===== src/rtl/serial_adder_pkg.sv =====
// Shared types and elaboration-time helpers for the digit-serial adder.
// Operand width and digit size are checked here so every user sees the same rules.
package serial_adder_pkg;

   typedef enum logic [1:0] {IDLE, BUSY, DONE} state_t;

   function automatic bit params_ok(input int unsigned width, input int unsigned digit);
      return (width >= 2) && (digit >= 1) && (digit <= width) && ((width % digit) == 0);
   endfunction

   // Number of clock edges spent in BUSY per operation.
   function automatic int unsigned num_digits(input int unsigned width, input int unsigned digit);
      return (digit == 0) ? 1 : width / digit;
   endfunction

   function automatic int unsigned cnt_width(input int unsigned n);
      return (n > 1) ? $clog2(n) : 1;
   endfunction

endpackage


===== src/rtl/serial_adder_digit.sv =====
// Combinational DIGIT-bit ripple adder built from per-bit sum/carry equations.
// The top level feeds it one digit of each operand per clock.
module serial_adder_digit
   import serial_adder_pkg::*;
#(
   parameter int unsigned DIGIT = 1
) (
   input  logic [DIGIT-1:0] x,
   input  logic [DIGIT-1:0] y,
   input  logic             ci,
   output logic [DIGIT-1:0] s,
   output logic             co
);

   logic [DIGIT:0] cc;

   assign cc[0] = ci;

   for (genvar i = 0; i < DIGIT; i++) begin : gen_bit
      assign s[i]     = x[i] ^ y[i] ^ cc[i];
      assign cc[i+1]  = (x[i] & y[i]) | (cc[i] & (x[i] ^ y[i]));
   end

   assign co = cc[DIGIT];

endmodule


===== src/rtl/serial_adder.sv =====
// Digit-serial adder: a + b + cin computed DIGIT bits per clock, LSB first,
// behind valid/ready handshakes on both the operand and result sides.
module serial_adder
   import serial_adder_pkg::*;
#(
   parameter int unsigned WIDTH = 8,
   parameter int unsigned DIGIT = 1
) (
   input  logic             clk,
   input  logic             rst_n,
   input  logic             in_valid,
   output logic             in_ready,
   input  logic [WIDTH-1:0] a,
   input  logic [WIDTH-1:0] b,
   input  logic             cin,
   output logic             out_valid,
   input  logic             out_ready,
   output logic [WIDTH-1:0] sum,
   output logic             cout,
   output logic             ovf
);

   localparam int unsigned N    = num_digits(WIDTH, DIGIT);
   localparam int unsigned CW   = cnt_width(N);
   localparam logic [CW-1:0] LAST = CW'(N - 1);

   if (!params_ok(WIDTH, DIGIT)) begin : gen_param_check
      $error("serial_adder: WIDTH must be >= 2 and an exact multiple of DIGIT");
   end

   state_t           state;
   logic [WIDTH-1:0] sha;
   logic [WIDTH-1:0] shb;
   logic             carry;
   logic [CW-1:0]    cnt;
   logic             sign_a;
   logic             sign_b;

   logic [DIGIT-1:0] d;
   logic             c;
   logic [WIDTH-1:0] sum_next;
   logic             ovf_next;

   serial_adder_digit #(
      .DIGIT(DIGIT)
   ) u_digit (
      .x (sha[DIGIT-1:0]),
      .y (shb[DIGIT-1:0]),
      .ci(carry),
      .s (d),
      .co(c)
   );

   // New digit enters at the top; after N steps the LSB digit has reached bit 0.
   assign sum_next = WIDTH'({d, sum} >> DIGIT);
   assign ovf_next = (sign_a == sign_b) && (sum_next[WIDTH-1] != sign_a);

   always_ff @(posedge clk) begin
      if (!rst_n) begin
         state     <= IDLE;
         in_ready  <= 1'b1;
         out_valid <= 1'b0;
         sha       <= '0;
         shb       <= '0;
         carry     <= 1'b0;
         cnt       <= '0;
         sign_a    <= 1'b0;
         sign_b    <= 1'b0;
         sum       <= '0;
         cout      <= 1'b0;
         ovf       <= 1'b0;
      end else begin
         case (state)
            IDLE: begin
               if (in_valid) begin
                  sha      <= a;
                  shb      <= b;
                  carry    <= cin;
                  sign_a   <= a[WIDTH-1];
                  sign_b   <= b[WIDTH-1];
                  cnt      <= '0;
                  in_ready <= 1'b0;
                  state    <= BUSY;
               end
            end
            BUSY: begin
               carry <= c;
               sha   <= sha >> DIGIT;
               shb   <= shb >> DIGIT;
               sum   <= sum_next;
               cnt   <= cnt + 1'b1;
               if (cnt == LAST) begin
                  cout      <= c;
                  ovf       <= ovf_next;
                  out_valid <= 1'b1;
                  state     <= DONE;
               end
            end
            DONE: begin
               // Re-accept only from IDLE, so a handshake edge never also takes operands.
               if (out_ready) begin
                  out_valid <= 1'b0;
                  in_ready  <= 1'b1;
                  state     <= IDLE;
               end
            end
            default: begin
               out_valid <= 1'b0;
               in_ready  <= 1'b1;
               state     <= IDLE;
            end
         endcase
      end
   end

endmodule

===== config.mk =====
export PLATFORM = sky130hd
export DESIGN_NAME = serial_adder
export DESIGN_NICKNAME = d
export VERILOG_FILES = /design/src/rtl/serial_adder_pkg.sv /design/src/rtl/serial_adder_digit.sv /design/src/rtl/serial_adder.sv
export SDC_FILE = /design/constraint.sdc
export NUM_CORES = 1
export LEC_CHECK = 0
export BUFFER_PORTS_ARGS = -buffer_cell sky130_fd_sc_hd__buf_2
export CORE_MARGIN = 4
export CORE_UTILIZATION = 50
export DETAILED_ROUTE_END_ITERATION = 10
export PLACE_DENSITY = 0.74
export SLEW_MARGIN = 20
export SYNTH_ARGS = -nofsm -noshare
export SYNTH_HDL_FRONTEND = slang
export SYNTH_SLANG_ARGS = --single-unit
export TNS_END_PERCENT = 50

===== constraint.sdc =====
create_clock -name clk -period 4.25 [get_ports clk]
set_clock_uncertainty 0.2 [all_clocks]
set_input_delay 0.85 -clock clk [delete_from_list [all_inputs] [get_ports clk]]
set_output_delay 0.85 -clock clk [all_outputs]
set_load 0.005 [all_outputs]

==> results of run 1 <==
-- area by class of cell --
cell class | count | share of cell area, %
Timing Repair Buffer | 33 | 9.254
Tap cell | 44 | 3.039
Sequential cell | 36 | 39.78
Multi-Input combinational cell | 114 | 44.13
Clock buffer | 7 | 3.591
Inverter | 1 | 0.2072
-- tightest hold or removal path, stage by stage, from the launching register on --
cell,delay (ps)
dfxtp_1,320
nand2_1,50
a21boi_1,50
-- sequential cells by signal, indices dropped and copies added (netlist names), 2 cells and up --
name   count
state      2
shb        8
sha        8
cnt        3
sum        8
-- synthesized netlist by cell type --
master,instances,area share (%)
dfxtp_1,36,44
nand2_1,34,7.8
mux2i_1,17,10
o211a_1,15,9.2
a21boi_1,13,6.0
buf_6,7,4.8
nor2b_1,4,1.5
o21ai_0,4,1.2
a21oi_1,3,0.92
clkbuf_1,3,0.69
nor2_1,3,0.69
a22oi_1,2,0.92
and2_1,2,0.77
buf_2,2,0.61
ha_1,2,1.5
nand2b_1,2,0.77
nor3b_1,2,0.92
a211oi_1,1,0.46
and3_1,1,0.38
and3b_1,1,0.54
buf_4,1,0.46
fa_1,1,1.2
inv_1,1,0.23
nand3b_1,1,0.46
o21ai_1,1,0.31
o21ba_4,1,1.0
o21bai_1,1,0.46
o32ai_1,1,0.54
or2_2,1,0.38
or3b_1,1,0.54
-- path summary, 6_finish.rpt --
check | slack, ps | from | endpoint
max | 2360 | out_valid | out_valid
min | 270 | sum[0] | sum[0]
max reg2reg | 2520 | carry | ovf
min reg2reg | 270 | sum[0] | sum[0]
-- power by group through the flow --
stage | registers [W] | logic, W | clock network [W]
finish | 0.000367 | 0.0000844 | 0.000200
CTS | 0.000367 | 0.0000850 | 0.000206
detailed placement | 0.000375 | 0.0000843 | 0
global route | 0.000370 | 0.0000953 | 0.000224
floorplan | 0.000373 | 0.0000697 | 0
global placement | 0.000374 | 0.0000806 | 0
-- through the flow --
stage,utilization [%],hold WS (ps),setup WS (ps),total power (W),std cells
final,58.86,269.2,2355,0.0006520,235
after global routing,58.86,298.5,2307,0.0006895,235
after CTS,58.86,271.6,2355,0.0006584,235
after detailed placement,56.75,257.1,2297,0.0004594,228
after global placement,56.75,240.2,2328,0.0004545,228
after floorplan,-,251.4,2507,0.0004426,164
-- layer usage --
metal | wire (um) | part of all wire (%)
met5 | 0 | 0
met3 | 202 | 6.6
met4 | 73 | 2.4
met2 | 1383 | 45
met1 | 1404 | 46
-- cell families (layout without fill, tap and decap cells) --
group | Yosys count | in the layout
simple gates | 52 | 52
compound gates | 42 | 42
flops | 36 | 36
mux | 17 | 17
buf+inv | 14 | 41
fa+ha+maj | 3 | 3
==> metrics, run 1 <==
post-synthesis cell count about 160; Total GRT Usage 15.63%; slowest stage delay, CP about 380 ps; number of remaining DRC errors 0; maximum VDD drop approximately 0.25 mV; # IOs 33; Buf+Inv Stages, Crit Path 1; core area 3078 sq um; most frequent cells in the layout 36 x dfxtp_1, 34 x nand2_1, 32 x buf_2; Final ANT Viol Nets 0; Pleak 0.9037 nW; M1 GR Usage between 15 and 20%; Worst-Margin Slew 700.1 ps; worst path required time roughly 3200 ps; layout cells sized above 1 21.99%; crit-path cells buf_2; Worst setup SP type register; Die Y 65.13 um; Initial Utilization a little over half; PwrDens 359.9 nW/um^2; initial antenna violation count 0; CTS Buf Count 5; fmax 527.8 MHz; Reg area 720.7 sq um; met2 Use GR about a quarter; Post-Synth Adder-Cell Area about 2.8%; WP depth 1; WS Path Type register to output port; Slew HR 53.23%; gpl congestion 0.7063; switch share 24.68%; Synth cell types 30; Reg power frac between 50 and 60%; CP Capture Type output port; simple-gate share of the synthesized area around 15%; grt peak-use layer met2; area grow syn2layout 11.04%; arrival time at the worst endpoint approximately 840 ps; Avg WL per Cell 13.03 um; fillers 292; NumNets Final 215; most common cell after layout, fill and taps aside dfxtp_1; unrepaired setup endpoints after global routing false; # port buffers 32; complex-gate fraction of the synthesized area 21.01%; register area share after synthesis 44.17%; DR vias 1237; hold_buf cts 0; register bit total from synthesis 36; met3 Usage GRT 4.615%; Final Cell Area 1812 sq um; number of global-route vias before repair 1129; sinks on the clock net 36; Worst-path clk slew 100 ps; pin count of the biggest net entering global routing 37; clk_lat worst skew roughly 340 ps; Final min period 1895 ps; Syn Area/Cell 9.949 sq um; min-delay worst type register to register; status complete, no violations; Int Pwr ~0.00049 W; Detailed Place HPWL 2055 um; TritonCTS clock tree done; combinational power share a little over an eighth; Final period util ~45%; CTS root buf clkbuf_4; Slowest cell on crit path dfxtp_1; setup TNS 0 ps; mux contribution to synthesized area 10.43%; multi-input gate area in the final layout 799.5 sq um; # setup viols final 0; die area 4241 sq um; CP top delay family flip-flops; Slew Viols, Final 0; clock buffer depth 2; Net Switching between 0.00015 and 0.0002 W; post-synthesis xor/xnor area fraction 0%; Core Rows 20; syn nets 188; Iter 0 DRT Violations 66; number of buffers added for setup after CTS 0; main combinational cell family by area after synthesis compound AO/OA/AOI/OAI gates; hold path cells 2; first-pass GRT wire length 5030 um; area of placed instances 1747 sq um; H-tree levels 2; chip width 65.13 um; global route overflow 0; critical path fanouts, max 3; Warnings, synthesis 0; DR pass1 iterations 4; endpoints failing hold 0; Inserted Diodes 0; Max Cap Viol 0; final WL 3063 um; Clock power frac 30.7%; Reg2Reg Depth 4; post-synthesis instance area around 1600 sq um; Vias/cell 5.264; PostCTS Resize Cnt 0
Note: power is estimated with default switching activity, not from simulation.
==> inputs of run 2 (changes only) <==
- CORE_UTILIZATION: 50 -> 48
- clock period: 4.25 -> 1.6 ns (I/O delays scaled with it)
==> metrics, run 2 (synthesized netlist as in run 1, its figures left out) <==
number of buffers added for setup after CTS 0 (unchanged); # IOs 33 (unchanged); Inserted Diodes 0 (unchanged); Iter 0 DRT Violations 68 (+3.0%); status complete, no violations; Worst-Margin Slew 364.3 ps (-335.8 ps); worst setup margin 12.91 ps (-2343 ps); Core Rows 20 (unchanged); layout cells sized above 1 25.00% (+3.0 points); PwrDens 981.4 nW/um^2 (+170%); WS Path Type register to register; arrival time at the worst endpoint 1630 ps (+790 ps); endpoints failing hold 0 (unchanged); met3 WL 188 um (-6.9%); H-tree levels 2 (unchanged); initial antenna violation count 0 (unchanged); Worst-path clk slew 110 ps (about the same); Detailed Place HPWL 2369 um (+15%); Total GRT Usage 16.87% (+1.2 points); Initial Utilization 51.75% (-1.3 points); area grow syn2layout 14.80%; Final period util 99.19%; number of global-route vias before repair 1303 (+15%); min-delay worst type input port to register; Largest regs sha: 8 flops, shb: 8 flops, sum: 8 flops; Slew HR 75.71% (+22 points); uppermost layer routed met4; clock buffer depth 2 (unchanged); CTS root buf clkbuf_4; pin count of the biggest net entering global routing 33 (-11%); Die Y 66.30 um (+1.8%); Final ANT Viol Nets 0 (unchanged); CTS Buf Count 5 (unchanged); crit path launch sha[0]; global route overflow 0 (unchanged); DP Worst Slack -23.30 ps (-2320 ps); TritonCTS clock tree done; Hold Startpoint a[7]; sinks on the clock net 36 (unchanged); # setup viols final 0 (unchanged); chip width 66.30 um (+1.8%); DR pass1 iterations 4 (unchanged); Pleak 0.9337 nW (+3.3%); unrepaired setup endpoints after global routing true; Slew Viols, Final 0 (unchanged); maximum VDD drop 0.6964 mV (+180%); DR vias 1270 (+2.7%); worst path required time 1650 ps (-1550 ps); core area 3153 sq um (+2.4%); wire length on met2 1568 um (+13%); NumNets Final 219 (+1.9%); final WL 3240 um (+5.8%); reg-to-reg critical path startpoint sha[0]; setup TNS 0 ps (unchanged); die area 4396 sq um (+3.6%); M1 WL 1414 um (+0.71%); most frequent cells in the layout 34 x nand2_1, 34 x dfxtp_1, 32 x buf_2; hold_buf cts 0 (unchanged); number of remaining DRC errors 0 (unchanged); Final min period between 1500 and 2000 ps; Max Cap Viol 0 (unchanged); Vias/cell 5.292 (+0.53%); critical path fanouts, max 2 (-1); clk_lat worst skew 350 ps (about the same); gpl congestion 0.7542 (+6.8%); first-pass GRT wire length 5602 um (+11%); smallest hold slack 43.68 ps (-225.5 ps); # port buffers 32 (unchanged); fmax between 600 and 700 MHz; CP Capture Type register; Avg WL per Cell 13.50 um (+3.6%); Worst setup SP type register
## run 2: final timing paths
check	to	slack, ps	cells past startpoint
worst max-delay path	ovf	10	4
worst min-delay path	sha[7]	40	3
worst max register to register	ovf	10	4
worst min register to register	sum[0]	270	2
## run 2: area by class of cell
cell class,count,area (sq um)
Sequential cell,36,723.2
Clock inverter,2,35.03
Multi-Input combinational cell,114,804.5
Tap cell,44,55.05
Fill cell,290,1280
Clock buffer,6,41.29
Inverter,1,3.754
Timing Repair Buffer,37,210.2
## run 2: report_power, final
group	internal [W]	switching [W]
logic	0.000124	0.000118
registers	0.000947	0.0000318
clock network	0.000327	0.000290
## run 2: timing repair
action / in CTS / in global routing
resized for setup: 1 / 2
endpoints found under the setup margin: 1 / 3
cloned: 0 / 0
pin swaps: 0 / 0
## run 2: stage by stage
step | total power (W) | std cells | utilization [%] | cell area (sq um)
after floorplan | 0.001176 | 164 | - | 1632
after global placement | 0.001224 | 232 | 56.75 | 1789
after detailed placement | 0.001241 | 232 | 56.75 | 1789
after CTS | 0.001862 | 240 | 59.33 | 1871
after global routing | 0.001943 | 240 | 59.40 | 1873
final | 0.001838 | 240 | 59.40 | 1873
## run 2: critical path: stages (launching register included)
cell	delay, ps
dfxtp_2	340
fa_1	540
and3b_1	190
a211oi_2	150
nor3b_1	70
## run 2: layer usage
metal	track usage, %	vias up
met5	0	-
met4	9.898	0
met3	4.762	8
met2	28.00	26
met1	19.06	601
li1	-	635
==> inputs of run 3 (changes only) <==
- PLACE_DENSITY: 0.74 -> unset
- PLACE_DENSITY_LB_ADDON: unset -> 0.08
==> metrics, run 3 (synthesized netlist as in run 1, its figures left out) <==
status complete, no violations; Slowest cell on crit path fa_1; slowest stage delay, CP 540 ps (about the same); Worst-Margin Slew 355.7 ps (-8.614 ps); layout cells sized above 1 26.53% (+1.5 points); Worst-path clk slew 100 ps (about the same); Iter 0 DRT Violations 27 (-60%); Max Cap Viol 0 (unchanged); area of placed instances 1802 sq um (+0.70%); DP Worst Slack -2.814 ps (+20.48 ps); Buf+Inv Stages, Crit Path 0 (unchanged); Die Y 66.30 um (unchanged); grt peak-use layer met2; min-delay worst type input port to register; Worst setup SP type register; Final Cell Area 1888 sq um (+0.80%); arrival time at the worst endpoint 1600 ps (-30 ps); Total GRT Usage 14.95% (-1.9 points); crit-path cells fa_1 > and3b_1 > a211oi_2 > nor3b_1; most common cell after layout, fill and taps aside nand2_1; first-pass GRT wire length 5092 um (-9.1%); met3 Usage GRT 4.082% (-0.68 points); chip width 66.30 um (unchanged); # port buffers 32 (unchanged); Detailed Place HPWL 2151 um (-9.2%); CP Capture Type register; H-tree levels 2 (unchanged); worst setup margin 17.61 ps (+4.698 ps); fmax 632.0 MHz (+0.30%); Pleak 0.9321 nW (-0.17%); clk_lat worst skew 320 ps (-30 ps); initial antenna violation count 0 (unchanged); DR pass1 iterations 4 (unchanged); critical path fanouts, max 2 (unchanged); global route overflow 0 (unchanged); Avg WL per Cell 12.94 um (-4.1%); Core Rows 20 (unchanged); die area 4396 sq um (unchanged); fillers 306 (+5.5%); Vias/cell 5.183 (-2.0%); area grow syn2layout 15.72%; # setup viols final 0 (unchanged); M1 GR Usage 18.43% (-0.63 points); maximum VDD drop 0.5921 mV (-15%); Slew Viols, Final 0 (unchanged); pin count of the biggest net entering global routing 37 (+12%); core area 3153 sq um (unchanged); number of remaining DRC errors 0 (unchanged); number of global-route vias before repair 1182 (-9.3%); met2 Use GR 24.78% (-3.2 points); WS Path Type register to register; Final period util 98.90% (-0.29 points); sinks on the clock net 36 (unchanged); most frequent cells in the layout 34 x nand2_1, 33 x dfxtp_1, 32 x buf_2; # IOs 33 (unchanged); DR vias 1244 (-2.0%); placed cells 232 (unchanged); gpl congestion 0.7755 (+2.8%); CTS Buf Count 5 (unchanged); hold_buf cts 0 (unchanged); worst path required time 1610 ps (-40 ps); multi-input gate area in the final layout 817.0 sq um (+1.6%); Total Power 0.001748 W (-4.9%); endpoints failing hold 0 (unchanged); clock buffer depth 2 (unchanged); CP top delay family adder cells; NumNets Final 220 (+0.46%); Reg area 724.4 sq um (+0.17%); TritonCTS clock tree done; Largest regs sha: 8 flops, shb: 8 flops, sum: 8 flops; Inserted Diodes 0 (unchanged); Final ANT Viol Nets 0 (unchanged); Slew HR 76.26% (+0.54 points); Final min period 1582 ps (-4.698 ps); final WL 3106 um (-4.1%); unrepaired setup endpoints after global routing true; PwrDens 926.0 nW/um^2 (-5.6%); CTS root buf clkbuf_4; Initial Utilization 51.75% (unchanged); fin cells 240 (unchanged)
==> run 3: area by class of cell <==
class | count | area share [%]
Multi-Input combinational cell | 115 | 43.27
Tap cell | 44 | 2.916
Inverter | 1 | 0.1988
Sequential cell | 36 | 38.37
Timing Repair Buffer | 37 | 11.80
Clock buffer | 7 | 3.446
==> run 3: stage by stage <==
step / hold slack, ps / util, % / TNS (ps)
2_1_floorplan: 251.4 / - / 0
6_report: 60.96 / 59.88 / 0
3_3_place_gp: 238.8 / 57.14 / 0
5_1_grt: 70.91 / 59.88 / -66.63
3_5_place_dp: 243.2 / 57.14 / -2.814
4_1_cts: 51.96 / 59.40 / 0
==> run 3: routing by layer <==
metal	part of all wire, %	routed length [um]
met1	51	1599
met2	43	1341
met3	4.4	137
met4	0.87	27
met5	0	0
==> run 3: worst paths after layout <==
kind                              from     end  slack (ps)  depth (start not counted)
worst max-delay path             carry     ovf          20                          4
worst min-delay path              b[7]  shb[7]          60                          3
worst max register to register   carry     ovf          20                          4
worst min register to register  sum[0]  sum[0]         260                          2
==> run 3: where the power goes <==
| group | internal [W] | switching, W | total, W |
|---|---|---|---|
| Sequential | 0.000948 | 0.0000348 | 0.000983 |
| Combinational | 0.000130 | 0.000116 | 0.000246 |
| Clock | 0.000249 | 0.000271 | 0.000520 |
==> run 3: timing repair <==
item                                    in CTS  in global routing
gates resized for setup                      2                  3
pin swaps                                    0                  2
cloned                                       0                  1
setup buffers                                0                  0
endpoints found under the setup margin       1                 18
==> run 3: worst min-delay path, stage by stage <==
cell      delay (ps)
buf_2            100
nand2_1           70
a21boi_1          60
